File: config.mk
export PLATFORM = sky130hd
export DESIGN_NAME = spike_rate_decoder
export DESIGN_NICKNAME = d
export VERILOG_FILES = /design/src/rtl/snn_pkg.sv /design/src/rtl/spike_window_counter.sv /design/src/rtl/spike_rate_decoder.sv
export SDC_FILE = /design/constraint.sdc
export NUM_CORES = 1
export LEC_CHECK = 0
export ABC_CLOCK_PERIOD_IN_PS = 2600
export CAP_MARGIN = 30
export CORE_MARGIN = 1
export CORE_UTILIZATION = 50
export DETAILED_ROUTE_END_ITERATION = 7
export PLACE_DENSITY = 0.76
export SETUP_SLACK_MARGIN = 0.02
export SLEW_MARGIN = 20
export SYNTH_ARGS = -nofsm -noshare
export SYNTH_HDL_FRONTEND = slang
export SYNTH_SLANG_ARGS = --single-unit
File: constraint.sdc
create_clock -name clk -period 2.6 [get_ports clk]
set_input_delay 0.52 -clock clk [delete_from_list [all_inputs] [get_ports clk]]
set_output_delay 0.52 -clock clk [all_outputs]
set_load 0.02 [all_outputs]
File: src/rtl/snn_pkg.sv
// snn_pkg: shared SNN rate-domain defaults, window FSM encoding and saturating scale
package snn_pkg;
  localparam int RATE_WIDTH_DEF = 8;
  typedef enum logic {S_IDLE, S_ACCUM} win_state_t;
  function automatic logic [31:0] sat_scale(input logic [31:0] count, input int win_log2, input int rate_width);
    logic [63:0] s;
    logic [63:0] m;
    m = (64'd1 << rate_width) - 64'd1;
    s = win_log2 >= rate_width ? {32'd0, count} >> (win_log2 - rate_width) : {32'd0, count} << (rate_width - win_log2);
    return s > m ? m[31:0] : s[31:0];
  endfunction
endpackage

File: src/rtl/spike_window_counter.sv
// spike_window_counter: counts spikes over 2^WIN_LOG2 enabled samples and flags window completion
module spike_window_counter
  import snn_pkg::*;
#(
  parameter int WIN_LOG2 = 8
) (
  input  logic              clk,
  input  logic              rst,
  input  logic              en,
  input  logic              clear,
  input  logic              spike_in,
  output logic              window_done,
  output logic [WIN_LOG2:0] final_count
);
  win_state_t            state;
  logic [WIN_LOG2-1:0]   samp_cnt;
  logic [WIN_LOG2:0]     spk_cnt;
  logic [WIN_LOG2-1:0]   samp_nxt;
  logic [WIN_LOG2:0]     spk_nxt;
  always_comb begin
    samp_nxt    = (state == S_IDLE ? '0 : samp_cnt) + 1'b1;
    spk_nxt     = (state == S_IDLE ? '0 : spk_cnt) + {{WIN_LOG2{1'b0}}, spike_in};
    window_done = en && !clear && state == S_ACCUM && &samp_cnt;
    final_count = spk_nxt;
  end
  always_ff @(posedge clk) begin
    if (rst || clear) begin
      state    <= S_IDLE;
      samp_cnt <= '0;
      spk_cnt  <= '0;
    end else if (en) begin
      state    <= S_ACCUM;
      samp_cnt <= samp_nxt;
      spk_cnt  <= window_done ? '0 : spk_nxt;
    end
  end
endmodule

File: src/rtl/spike_rate_decoder.sv
// spike_rate_decoder: windowed spike counter scaled to an encoder rate, presented on valid/ready
module spike_rate_decoder
  import snn_pkg::*;
#(
  parameter int RATE_WIDTH = RATE_WIDTH_DEF,
  parameter int WIN_LOG2   = 8
) (
  input  logic                  clk,
  input  logic                  rst,
  input  logic                  en,
  input  logic                  clear,
  input  logic                  spike_in,
  output logic [RATE_WIDTH-1:0] rate_out,
  output logic [WIN_LOG2:0]     count_out,
  output logic                  rate_valid,
  input  logic                  rate_ready,
  output logic                  overrun
);
  logic                  window_done;
  logic [WIN_LOG2:0]     final_count;
  logic [RATE_WIDTH-1:0] scaled;
  spike_window_counter #(.WIN_LOG2(WIN_LOG2)) u_win (
    .clk         (clk),
    .rst         (rst),
    .en          (en),
    .clear       (clear),
    .spike_in    (spike_in),
    .window_done (window_done),
    .final_count (final_count)
  );
  always_comb scaled = RATE_WIDTH'(sat_scale(32'(final_count), WIN_LOG2, RATE_WIDTH));
  always_ff @(posedge clk) begin
    if (rst) begin
      rate_out   <= '0;
      count_out  <= '0;
      rate_valid <= 1'b0;
      overrun    <= 1'b0;
    end else begin
      overrun <= window_done && rate_valid && !rate_ready;
      if (window_done) begin
        rate_out   <= scaled;
        count_out  <= final_count;
        rate_valid <= 1'b1;
      end else if (rate_valid && rate_ready) begin
        rate_valid <= 1'b0;
      end
    end
  end
endmodule

==> results.toml <==
[placement]
gp_congestion = 0.8422
hpwl_mm = 2.490
port_buffers = 24

[floorplanning]
start_util_pct = 53.19
fp.dieH_um = 59.45
die_w_um = 59.45
io_pins = 25
fp-row-count = 20
core-area_um2 = 3103
die_area_um2 = 3534

[layout]
drive_gt1_share_pct = 9.417
layout_common_cells = "dfxtp_1 (37), clkdlybuf4s50_1 (24), nand2_1 (23)"
nets = 231
multi_input_area_um2 = 814.5
fillers = 288
antenna_cells = 0
ff_latch_area_um2 = 740.7
area_growth_pct = 20.92
mostFrequentLayoutCell = "dfxtp_1"

[synthesis]
yosysSeqAreaShare_pct = 44.88
synth_area_per_cell_um2 = 8.377
synthFlopType = "dfxtp_1"
synth-edff-count = 0
synthesis.area_um2 = 1650
syn_inst = 197
yosys_register_bits = 37
yosysWarningCount = 0
synth_nets = 206
async_flop_share_pct = 0
synthDistinctLibCells = 35

[power]
p_sw_mw = 0.2087
p_comb_share_pct = 4.5
p_leak_nw = 0.6651
clock_power_share_pct = 35.6
seqPwrFrac_pct = 60.0
p_sw_share_pct = 21.97
powerDensity_nw_per_um2 = 475.9
power_mw = 0.9498
power.internal_mw = 0.7412
peakVddDrop_mv = 0.3404

[critical_path]
path_delay_family = "XOR/XNOR gates"
path_cells = "clkdlybuf4s50_1 > ha_1 > ha_1 > nand3_1 > nor3_1 > xnor2_1 > nand3_1 > a21oi_1"
critPathKind = "in2reg"
slowest_stage = "xnor2_1"
path_max_fanout = 7
cp-start-kind = "primary input"
cp.required_ps = 2870
crit_arrival_ps = 2430
cp-end-kind = "register"
path_buf_inv = 1
cpPeakStageDelay_ps = 530

[timing]
relSlewSlack_pct = 55.79
period_minus_slack_ps = 2154
final_max_slew_viol_count = 0
post-route-period-util_pct = 82.86
grt_setup_unrepaired = "no"
clock.fmax_ghz = 0.4642
fin_skew_ps = 7.252
hold_viol = 0
worstMarginPinSlew_ps = 658.3
tns_ps = 0
setup_viol = 0

[route]
drt_iter0_markers = 48
drc = 0
wl_per_cell_um = 12.61
wirelength_mm = 3.368
avgViaCountPerCell = 5.315
ant_nets = 0
via_count = 1419
dr.pass1.iters = 4

[global_route]
grt_usage_pct = 22.08
grt_overflow = 0
grt_pass1_wl_mm = 5.733
grt_max_degree = 24
grt_antenna_before_repair = 0
grt_pass1_vias = 1292

[clock_network]
cts_tree = "done"
hold_buffers = 0
htree_levels = 2
numCtsBuffers = 5
cts_resized = 0
cts.clk_slew.worst_paths_ps = 100
clock_latency_ps = 340
cts_num_sinks = 37
postCtsSetupBuffers = 0
cts_buffer_depth = 2
clockRootBuffer = "clkbuf_4"

[worst_hold_path]
hold_class = "reg2reg"

[job]
maxCapViolations = 0

[run_status]
status = "finished, final reports clean"
Yosys cell counts (4+ instances only):
cell type   n  area share [%]
and2_1      4             1.5
nor3_1     14             4.2
dfxtp_1    37              45
nand2_1    23             5.2
inv_1       7             1.6
xnor2_1     6             3.2
nor2_1     22             5.0
nand3_1    12             3.6
nand3b_1    4             1.8
clkbuf_1    6             1.4
a21oi_1    18             5.5
tightest hold or removal path, delay by kind of cell, from the launching register on:
family | cells | cell delay [ps]
flip-flops | 1 | 320
AO/OA/AOI/OAI | 1 | 50
AND/OR/NAND/NOR | 1 | 50
flip-flops by register name (all words and copies together) (netlist names):
signal / flops
count_out: 9
u_win.spk_cnt: 9
rate_out: 8
u_win.samp_cnt: 8
overrun: 1
rate_valid: 1
u_win.state: 1
power by group through the flow:
stage / clock [mW] / combinational, mW / sequential (mW)
floorplan: 0 / 0.0266 / 0.582
global placement: 0 / 0.0415 / 0.582
detailed placement: 0 / 0.0418 / 0.583
CTS: 0.348 / 0.0420 / 0.570
global route: 0.375 / 0.0454 / 0.570
finish: 0.338 / 0.0424 / 0.569
cells by family (layout without fill, tap and decap cells):
| family | count (synthesis) | after routing | share of synthesized area, % |
|---|---|---|---|
| fa+ha+maj | 3 | 3 | 2.275 |
| flops | 37 | 37 | 44.88 |
| mux | 1 | 1 | 0.6065 |
| buf+inv | 20 | 46 | 5.761 |
| compound gates | 37 | 37 | 15.16 |
| simple gates | 90 | 90 | 26.54 |
| xor+xnor | 9 | 9 | 4.777 |
worst paths after layout:
path / startpoint / end / slack (ps) / cells past startpoint
min: count_out[0]$_SDFFE_PP0P_ / count_out[0]$_SDFFE_PP0P_ / 460 / 2
min reg2reg: count_out[0]$_SDFFE_PP0P_ / count_out[0]$_SDFFE_PP0P_ / 460 / 2
max: spike_in / u_win.spk_cnt[8]$_SDFFE_PP0P_ / 450 / 8
max reg2reg: u_win.spk_cnt[0]$_SDFFE_PP0P_ / u_win.spk_cnt[8]$_SDFFE_PP0P_ / 570 / 8
per-layer routing:
metal	wire length [um]	share of wire (%)	global-route usage, %
met1	1617	48	29.48
met2	1518	45	34.03
met3	180	5.3	6.550
met4	51	1.5	7.143
met5	0	0	0
stage by stage:
stage / std cells / hold slack, ps / instance area (um^2) / utilization (%) / setup WS (ps)
6_report: 267 / 456.1 / 1996 / 64.31 / 445.6
2_1_floorplan: 197 / 436.5 / 1650 / - / 452.4
4_1_cts: 267 / 458.5 / 1996 / 64.31 / 449.9
3_5_place_dp: 259 / 444.0 / 1926 / 62.06 / 91.92
3_3_place_gp: 259 / 438.1 / 1926 / 62.06 / 169.4
5_1_grt: 267 / 480.6 / 1996 / 64.31 / 289.6
layout make-up:
class / count / area share, %
clock buffer: 7 / 3.260
clock inverter: 1 / 0.2508
tap: 44 / 2.759
sequential: 37 / 37.12
timing repair buffer: 30 / 14.29
inverter: 8 / 1.505
multi-input combinational: 140 / 40.82
Note: power is estimated with default switching activity, not from simulation.
